[config.mk]
export PLATFORM = sky130hd
export DESIGN_NAME = full_adder
export DESIGN_NICKNAME = d
export VERILOG_FILES = /design/src/rtl/full_adder.sv
export SDC_FILE = /design/constraint.sdc
export NUM_CORES = 1
export LEC_CHECK = 0
export ABC_AREA = 0
export BUFFER_PORTS_ARGS = -buffer_cell sky130_fd_sc_hd__buf_4
export CORE_AREA = 2 2 39 41
export CTS_CLUSTER_DIAMETER = 120
export DETAILED_ROUTE_END_ITERATION = 10
export DIE_AREA = 0 0 41 43
export SYNTH_ARGS = -nofsm -noshare
export SYNTH_HDL_FRONTEND = slang
export SYNTH_SLANG_ARGS = --single-unit
[constraint.sdc]
create_clock -name clk -period 2.07 [get_ports clk]
set_input_delay 0.207 -clock clk [delete_from_list [all_inputs] [get_ports clk]]
set_output_delay 0.207 -clock clk [all_outputs]
set_load 0.02 [all_outputs]
[src/rtl/full_adder.sv]
// Ripple-carry adder of per-bit full-adder cells with a combinational result
// and an enable-gated registered copy that carries a one-cycle valid flag.
module full_adder #(
    parameter int unsigned WIDTH = 1
) (
    input  logic             clk,
    input  logic             rst,
    input  logic [WIDTH-1:0] a,
    input  logic [WIDTH-1:0] b,
    input  logic             c_in,
    input  logic             en,
    output logic [WIDTH-1:0] sum,
    output logic             carry,
    output logic             ovf,
    output logic [WIDTH-1:0] sum_q,
    output logic             carry_q,
    output logic             ovf_q,
    output logic             valid_q
);

    // cv[i] is the carry into bit i; cv[WIDTH] is the carry out of the MSB.
    logic [WIDTH:0]   cv;
    logic [WIDTH-1:0] s;

    always_comb begin
        cv    = '0;
        s     = '0;
        cv[0] = c_in;
        for (int unsigned i = 0; i < WIDTH; i++) begin
            s[i]    = a[i] ^ b[i] ^ cv[i];
            cv[i+1] = (a[i] & b[i]) | (cv[i] & (a[i] ^ b[i]));
        end
    end

    assign sum   = s;
    assign carry = cv[WIDTH];
    assign ovf   = cv[WIDTH] ^ cv[WIDTH-1];

    always_ff @(posedge clk or posedge rst) begin
        if (rst) begin
            sum_q   <= '0;
            carry_q <= 1'b0;
            ovf_q   <= 1'b0;
            valid_q <= 1'b0;
        end else begin
            valid_q <= en;
            if (en) begin
                sum_q   <= s;
                carry_q <= cv[WIDTH];
                ovf_q   <= cv[WIDTH] ^ cv[WIDTH-1];
            end
        end
    end

endmodule

==> results.txt, run 1 <==
The run finished with clean final reports. Counting the buffers created by CTS gives 3. The run gives 0.23 ns as the clock network latency to the later pin of the worst-skew pair. The number of enable flip-flop cells after synthesis was 0. The synthesized design contains 4 register bits. Routability-driven placement finished with a final weighted congestion of 0.570.

Pin placement for this block handled 13 I/O pins. The via count of the first global-routing pass is 141, and the post-cts gate resize count is 0. The logs give 1 for the total number of H-tree levels and 1.20 ns for the worst path arrival time. The via density per instance is 3.31. Worst-margin pin slew: 0.182 ns. Dominant cell type by area after synthesis: sky130_fd_sc_hd__dfrtp_1. After clock tree synthesis, the clock-pin slew on the worst setup and hold paths is 0.04 ns. For this run, design rule violations remaining after detail routing come to 0. The predominant post-synthesis flop cell is sky130_fd_sc_hd__dfrtp_1. Once detail routing completed, the nets flagged for antenna violations numbered 0.

In the synthesized netlist, the number of instances is 10. The share of the Yosys chip area taken by registers is 58.8%. Once routing completed, OpenROAD measured the worst setup slack at 0.658 ns.

The worst hold path begins at en. The number of stages on the worst hold path came out at 1. The cell sitting at the root of the clock tree is a sky130_fd_sc_hd__clkbuf_4. The number of max-slew violations in the final report is 0. Compared with the post-synthesis result, the final layout area differs by 83.8%. Measured against its own limit, the worst slew margin works out to 87.8%.

The first routing iteration left 0 violations. The mean routed wirelength per cell is 9.71 microns, and the sum of overflow across all layers after global routing is 0. The final cycle utilization of the critical path works out to 68.2%. TritonCTS built the clock tree. Mean area per synthesized cell: 17.0 sq um. The worst path needs 1.41 ns of the cycle, external delays included. The worst ir drop on vdd was 0.000183 V; the total global routing track utilization was 5.95%. The floorplan step defined a die boundary enclosing 1760 sq um. The number of hold-repair buffers added at the cts stage was 1; the placement row count was 14. The repair_antennas step left the layout with diodes totalling 0. After synthesis, the netlist uses 6 different library cells. The clock passes through at most 2 buffers. The net count of the finished layout is 35. The number of detailed-routing iterations run before antenna repair came out at 1.

In this run the worst path has a maximum fanout of 3. The run gives 0 as the number of endpoints with negative hold slack in the final report. Static power due to leakage: 0.155 nW. For the number of setup violations in the final report, the log shows 0. Detailed routing inserted a total of 139 vias. Setup slack on the worst reg-to-reg path comes out at 1.30 ns. At the placement stage, the worst setup path has a slack of 0.640 ns. The die is 43 microns tall. The run gives 0 as the buffers inserted during post-CTS setup optimization. Setup repair after global routing left no endpoint under its margin.

The power density over the cells works out to 885 nW/um^2. The kind of launch point of the worst setup path was an input port. Cell depth of the worst flop-to-flop path: 1. The initial antenna violation count was 0. CTS saw 4 sinks.

For this configuration, the core starts out at a cell density of 12.3%. The number of nets handed over by synthesis was 17. The region available for standard cell placement spans 1380 sq um. Sorting the synthesized cells by area gives the leading types as sky130_fd_sc_hd__dfrtp_1 59%, sky130_fd_sc_hd__mux2_2 13%, sky130_fd_sc_hd__fa_1 12%, sky130_fd_sc_hd__mux2_4 8.8%, sky130_fd_sc_hd__xor2_1 5.1%. For hold timing, the worst endpoint is valid_q$_DFF_PP0_.

The startpoint of the lowest-slack register-to-register path is ovf_q$_DFFE_PP0P_. Entering global routing, the biggest net connects 5 pins. On the final layout, the worst hold slack is 0.127 ns.

The worst setup path is captured at a primary output. The width of the die came out at 41 microns. The critical path class was input port to primary output. The tools report the fmax as 708 MHz. For this run, asynchronously set or reset flops after synthesis account for 100%. The first global-routing pass estimated 558 microns of wire.

For the final routed database, the setup TNS stands at 0 ns. The min-delay analysis places its worst path in the category input port to register. The run gives 0 ns as the worst clock skew on the final layout.

In the post-synthesis netlist, the cell with the most instances is sky130_fd_sc_hd__dfrtp_1. After synthesis, the most frequently instantiated cells are 4 x sky130_fd_sc_hd__dfrtp_1, 2 x sky130_fd_sc_hd__mux2_2. In this run the critical register-to-register path is captured at ovf_q$_DFFE_PP0P_. Buffers placed on the I/O ports in this run total 12.

Summed over its instances, the top area cell type makes up 58.8% of the synthesized netlist area. The post-route netlist has 69.2% of its cells at a drive strength greater than 1. Max-cap violations in this run came to 0. After detailed routing, the total wire length is 408 microns. Yosys printed 0 warnings.

The run gives 1.86 ns as the data required time of the worst path. In this run the cell area of the synthesized design comes to 170 sq um.
per-stage QoR:
step / cells / utilization (%) / total power, W / cell area, sq um
floorplan: 10 / - / 0.000140 / 170
global placement: 38 / 20.3 / 0.000179 / 280
detailed placement: 38 / 20.3 / 0.000180 / 280
CTS: 42 / 22.6 / 0.000284 / 313
global route: 42 / 22.6 / 0.000292 / 313
finish: 42 / 22.6 / 0.000277 / 313
cell type report:
class	count	area (sq um)
clock buffers	3	22.5
fillers	156	1070
inverters	1	3.75
multi-input cells	5	66.3
flip-flops and latches	4	100
well taps	16	20.0
repair buffers	13	100
layout by cell type, fill, tap and decap left out:
cell and n:
sky130_fd_sc_hd__buf_4 12, sky130_fd_sc_hd__clkbuf_4 3, sky130_fd_sc_hd__dfrtp_1 4, sky130_fd_sc_hd__dlygate4sd3_1 1
sky130_fd_sc_hd__fa_1 1, sky130_fd_sc_hd__inv_1 1, sky130_fd_sc_hd__mux2_2 2, sky130_fd_sc_hd__mux2_4 1
sky130_fd_sc_hd__xor2_1 1
logic make-up (layout without fill, tap and decap cells):
family                   Yosys count  in the layout  share of synthesized area, %
flip-flops                         4              4                          58.8
buffers and inverters              1             17                          2.20
multiplexers                       3              3                          22.1
adder cells (fa/ha/maj)            1              1                          11.8
XOR/XNOR                           1              1                          5.15
where the power goes:
part	internal, W	total [W]	leakage (nW)	switching (W)
logic	0.0000429	0.0000845	0.0948	0.0000416
registers	0.0000895	0.0000953	0.0467	0.00000588
clock network	0.0000649	0.0000969	0.0138	0.0000320
registers in the layout (all words and copies together) (netlist names):
name and count:
valid_q 1, ovf_q 1, sum_q 1, carry_q 1
critical path, stage by stage:
cell	delay [ns]
sky130_fd_sc_hd__buf_4	0.11
sky130_fd_sc_hd__fa_1	0.48
sky130_fd_sc_hd__xor2_1	0.23
sky130_fd_sc_hd__buf_4	0.18
routing by layer:
metal | up-vias | global-route usage (%) | wire [microns]
li1 | 64 | - | -
met1 | 62 | 7.19 | 189
met2 | 13 | 5.00 | 150
met3 | 0 | 4.71 | 68
met4 | 0 | 8.00 | 0
met5 | - | 0 | 0
how the worst max path moves through the flow:
stage / start / endpoint
floorplan: a / ovf_q$_DFFE_PP0P_
global placement: a / ovf
detailed placement: a / ovf
CTS: a / ovf
global route: a / ovf
finish: a / ovf
Power figures use the tool's default switching activity.
==> run 2, diff against run 1 <==
--- a/config.mk
+++ b/config.mk
@@ -5,7 +5,7 @@
 export SDC_FILE = /design/constraint.sdc
 export NUM_CORES = 1
 export LEC_CHECK = 0
-export ABC_AREA = 0
+export ABC_AREA = 1
 export BUFFER_PORTS_ARGS = -buffer_cell sky130_fd_sc_hd__buf_4
 export CORE_AREA = 2 2 39 41
 export CTS_CLUSTER_DIAMETER = 120
==> constraint.sdc (replaced) <==
create_clock -name clk -period 1.3 [get_ports clk]
set_input_delay 0.13 -clock clk [delete_from_list [all_inputs] [get_ports clk]]
set_output_delay 0.13 -clock clk [all_outputs]
set_load 0.02 [all_outputs]
==> run 2 against run 1 <==
Compared with the run above:
- hold slack lost 0.083 ns
- largest power group unchanged
- cell count grew 24%
- sequential share of layout area shrank 1.3 points
==> results.txt, run 2 <==
The run finished with clean final reports. The post-synthesis register bit count is 4 (unchanged). Based on the critical path, the design can be clocked at up to 829 MHz. The number of warnings issued by yosys is 0 (unchanged), and the total wirelength of the detailed-routed design is 383 microns (was 408 microns). Initial antenna violation count: 0 (unchanged).

The cell chosen for the clock root is sky130_fd_sc_hd__clkbuf_4 (unchanged). For the number of detailed-routing iterations run before antenna repair, the log shows 2 (was 1). For the largest net degree at the start of global routing, the log shows 5 (unchanged).

The placement row count is 14 (unchanged), and the maximum buffer depth of the clock tree is 2 (unchanged). The clock network latency to the later pin of the worst-skew pair came out at 0.23 ns (about the same). The most instantiated library cell after synthesis was sky130_fd_sc_hd__nand2_1 (was sky130_fd_sc_hd__dfrtp_1).

Main area contributors after synthesis: sky130_fd_sc_hd__dfrtp_1 55%, sky130_fd_sc_hd__nand2_1 17%, sky130_fd_sc_hd__fa_1 11%, sky130_fd_sc_hd__inv_1 6.2%, sky130_fd_sc_hd__and2_1 3.4% (was sky130_fd_sc_hd__dfrtp_1 59%, sky130_fd_sc_hd__mux2_2 13%, sky130_fd_sc_hd__fa_1 12%, sky130_fd_sc_hd__mux2_4 8.8%, sky130_fd_sc_hd__xor2_1 5.1%). The count of pins on the block boundary is 13 (unchanged), and the number of distinct standard cells referenced by the synthesized netlist is 8 (was 6). The tools report the routability congestion estimate as 0.576 (was 0.570). The clock period could shrink to 1.21 ns. The worst path arrival time was 1.08 ns (was 1.20 ns). The logs give 0.000265 V (was 0.000183 V) for the worst ir drop on vdd and 0 (unchanged) for the sum of overflow across all layers after global routing.

The wire length of the first global-routing pass was 538 microns (was 558 microns); the total number of H-tree levels was 1 (unchanged). TritonCTS built the clock tree. Dominant cell type by area after synthesis: sky130_fd_sc_hd__dfrtp_1 (unchanged). The longest individual stage delay on the worst path works out to 0.40 ns (was 0.48 ns).

For the post-synthesis instance total, the log shows 20 (was 10). The tools report the total clock sinks as 4 (unchanged). The tools report the TritonCTS buffer count as 3 (unchanged). The worst slew slack as a fraction of its limit is 90.1% (was 87.8%). The via density per instance is 3.21 (was 3.31), and the share of synthesized area occupied by flip-flops and latches is 55.2% (was 58.8%).

The width of the die was 41 microns (unchanged); the ratio of cells with drive above 1 in the final layout was 47.2% (was 69.2%). The total standard cell area after synthesis is 181 sq um (was 170 sq um). The number of enable flip-flop cells after synthesis was 0 (unchanged). The remaining antenna violation count after routing is 0 (unchanged).

The tools report the number of setup violations in the final report as 0 (unchanged). Critical path class: input port to primary output (unchanged). Biggest fanout along the worst timing path: 3 (unchanged). The power density over the cells is 1250 nW/um^2 (was 885 nW/um^2), and the area of the multi-input gates is 68.8 sq um (was 66.3 sq um).

The mean routed wirelength per cell came out at 7.37 microns (was 9.71 microns). Worst hold slack: 0.0434 ns (was 0.127 ns). Predominant post-synthesis flop cell: sky130_fd_sc_hd__dfrtp_1 (unchanged). The logs give 0 (unchanged) for the diode insertion count for antenna repair and 0.178 nW (was 0.155 nW) for the static power due to leakage.

The worst min-delay path class is input port to register (unchanged). The count of buffers inserted at the top-level ports works out to 12 (unchanged). The number of nets in the final layout came out at 45 (was 35). The clock transition time at the flip-flop clock pins of the worst setup and hold paths works out to 0.03 ns (was 0.04 ns).

For the number of nets produced by synthesis, the log shows 27 (was 17). Highest-count cells in the layout ignoring fill and taps: 12 x sky130_fd_sc_hd__buf_4, 8 x sky130_fd_sc_hd__nand2_1, 4 x sky130_fd_sc_hd__dfrtp_1 (was 12 x sky130_fd_sc_hd__buf_4, 4 x sky130_fd_sc_hd__dfrtp_1, 3 x sky130_fd_sc_hd__clkbuf_4). Leading post-synthesis cells by instance count: 8 x sky130_fd_sc_hd__nand2_1, 4 x sky130_fd_sc_hd__dfrtp_1, 3 x sky130_fd_sc_hd__inv_1 (was 4 x sky130_fd_sc_hd__dfrtp_1, 2 x sky130_fd_sc_hd__mux2_2).

The final-layout fill cell count was 151 (was 156); the via count of the first global-routing pass was 161 (was 141). For the buffers inserted during post-CTS setup optimization, the log shows 0 (unchanged). The cell type of the slowest stage on the worst timing path was sky130_fd_sc_hd__fa_2 (was sky130_fd_sc_hd__fa_1).

The tools report the kind of end point of the critical path as a primary output (unchanged). The top cell type's share of synthesized area was 55.2% (was 58.8%). The area added between synthesis and finish works out to 80.0% (was 83.8%).

The count of unresolved DRC violations after routing is 0 (unchanged), and the number of max-slew violations in the final report is 0 (unchanged). The tools report the number of max-cap violations as 0 (unchanged). The fraction of registers with async set or reset after synthesis is 100% (unchanged), and the data required time of the worst path is 1.17 ns (was 1.86 ns).

The core area was 1380 sq um (unchanged). Most numerous cell on the critical path: sky130_fd_sc_hd__buf_4 (unchanged). Worst-margin pin slew: 0.148 ns (was 0.182 ns).

The overall die area was 1760 sq um (unchanged). After legalization and detailed placement, the total HPWL measured 322 microns. The kind of launch point of the worst setup path was an input port (unchanged). The tools report the total global routing track utilization as 5.44% (was 5.95%).

Family of cells with the greatest summed delay on the critical path: adder cells (unchanged). The worst clock skew on the final layout is 0 ns (unchanged). Leading cell type in the layout, fill and taps excluded: sky130_fd_sc_hd__buf_4 (unchanged). The count of buffer and inverter cells on the critical path is 3 (was 2). Setup repair after global routing left no endpoint under its margin.

The sequential cell area in the final layout was 100 sq um (unchanged); the final cycle utilization of the critical path was 92.8%. Critical path cell sequence: buf_4 -> fa_2 -> inv_1 -> nand2_1 -> and2_1 -> buf_4 (was buf_4 -> fa_1 -> xor2_1 -> buf_4). The via count is 167 (was 139), and the utilization after layout is 23.6% (was 22.6%). The DRC violation total after the first TritonRoute iteration was 2 (was 0); the mean area per synthesized cell was 9.07 sq um (was 17.0 sq um). Chip height: 43 microns (unchanged). The total negative slack for setup checks came out at 0 ns (unchanged). The tools report the initial core utilization as 13.1% (was 12.3%). The run gives 0 (unchanged) as the number of endpoints with negative hold slack in the final report.
run 2: what timing repair did:
item                                   4_1_cts  5_1_grt
endpoints found under the hold margin        4        0
setup endpoints to repair                    0        1
hold buffers                                 1        0
resized for setup                            0        1
run 2: power breakdown:
group          switching [W]  internal (W)  total (W)
Sequential        0.00000668      0.000139   0.000145
Clock              0.0000437      0.000103   0.000147
Combinational      0.0000617     0.0000537   0.000115
Total               0.000112      0.000295   0.000407
run 2: metrics by stage:
stage / setup slack, ns / total power [W] / std cells / area (sq um)
global route: 0.0222 / 0.000433 / 52 / 327
finish: 0.0942 / 0.000407 / 52 / 327
detailed placement: 0.0207 / 0.000260 / 48 / 292
CTS: 0.0131 / 0.000418 / 52 / 324
floorplan: 0.141 / 0.000206 / 20 / 181
global placement: 0.0249 / 0.000260 / 48 / 292
run 2: kinds of logic (layout without fill, tap and decap cells):
| kind of cell | Yosys count | count (layout) | share of synthesized area (%) |
|---|---|---|---|
| AO/OA/AOI/OAI | 1 | 1 | 2.76 |
| adder cells (fa/ha/maj) | 1 | 1 | 11.0 |
| buffers and inverters | 4 | 20 | 8.27 |
| flip-flops | 4 | 4 | 55.2 |
| AND/OR/NAND/NOR | 10 | 10 | 22.8 |
run 2: layout make-up:
class | instances | area share, %
timing repair buffer | 13 | 30.7
clock buffer | 3 | 6.90
inverter | 4 | 4.60
sequential | 4 | 30.7
multi-input combinational | 12 | 21.1
tap | 16 | 6.13
run 2: path summary, 6_finish.rpt:
path                                  endpoint  slack (ns)                start  cells past startpoint
setup / recovery                           ovf        0.09                    a                      6
hold / removal               valid_q$_DFF_PP0_        0.04                   en                      1
setup reg to reg           carry_q$_DFFE_PP0P_        0.69  carry_q$_DFFE_PP0P_                      2
hold reg to reg              sum_q$_DFFE_PP0P_        0.47    sum_q$_DFFE_PP0P_                      2
max in group asynchronous    valid_q$_DFF_PP0_        0.81                  rst                      3
min in group asynchronous  carry_q$_DFFE_PP0P_        0.34                  rst                      3
run 2: metal layers:
metal  part of all wire [%]  global-route usage [%]
met2                     42                    5.00
met3                     11                       0
met5                      0                       0
met4                      0                    12.0
met1                     46                    6.49
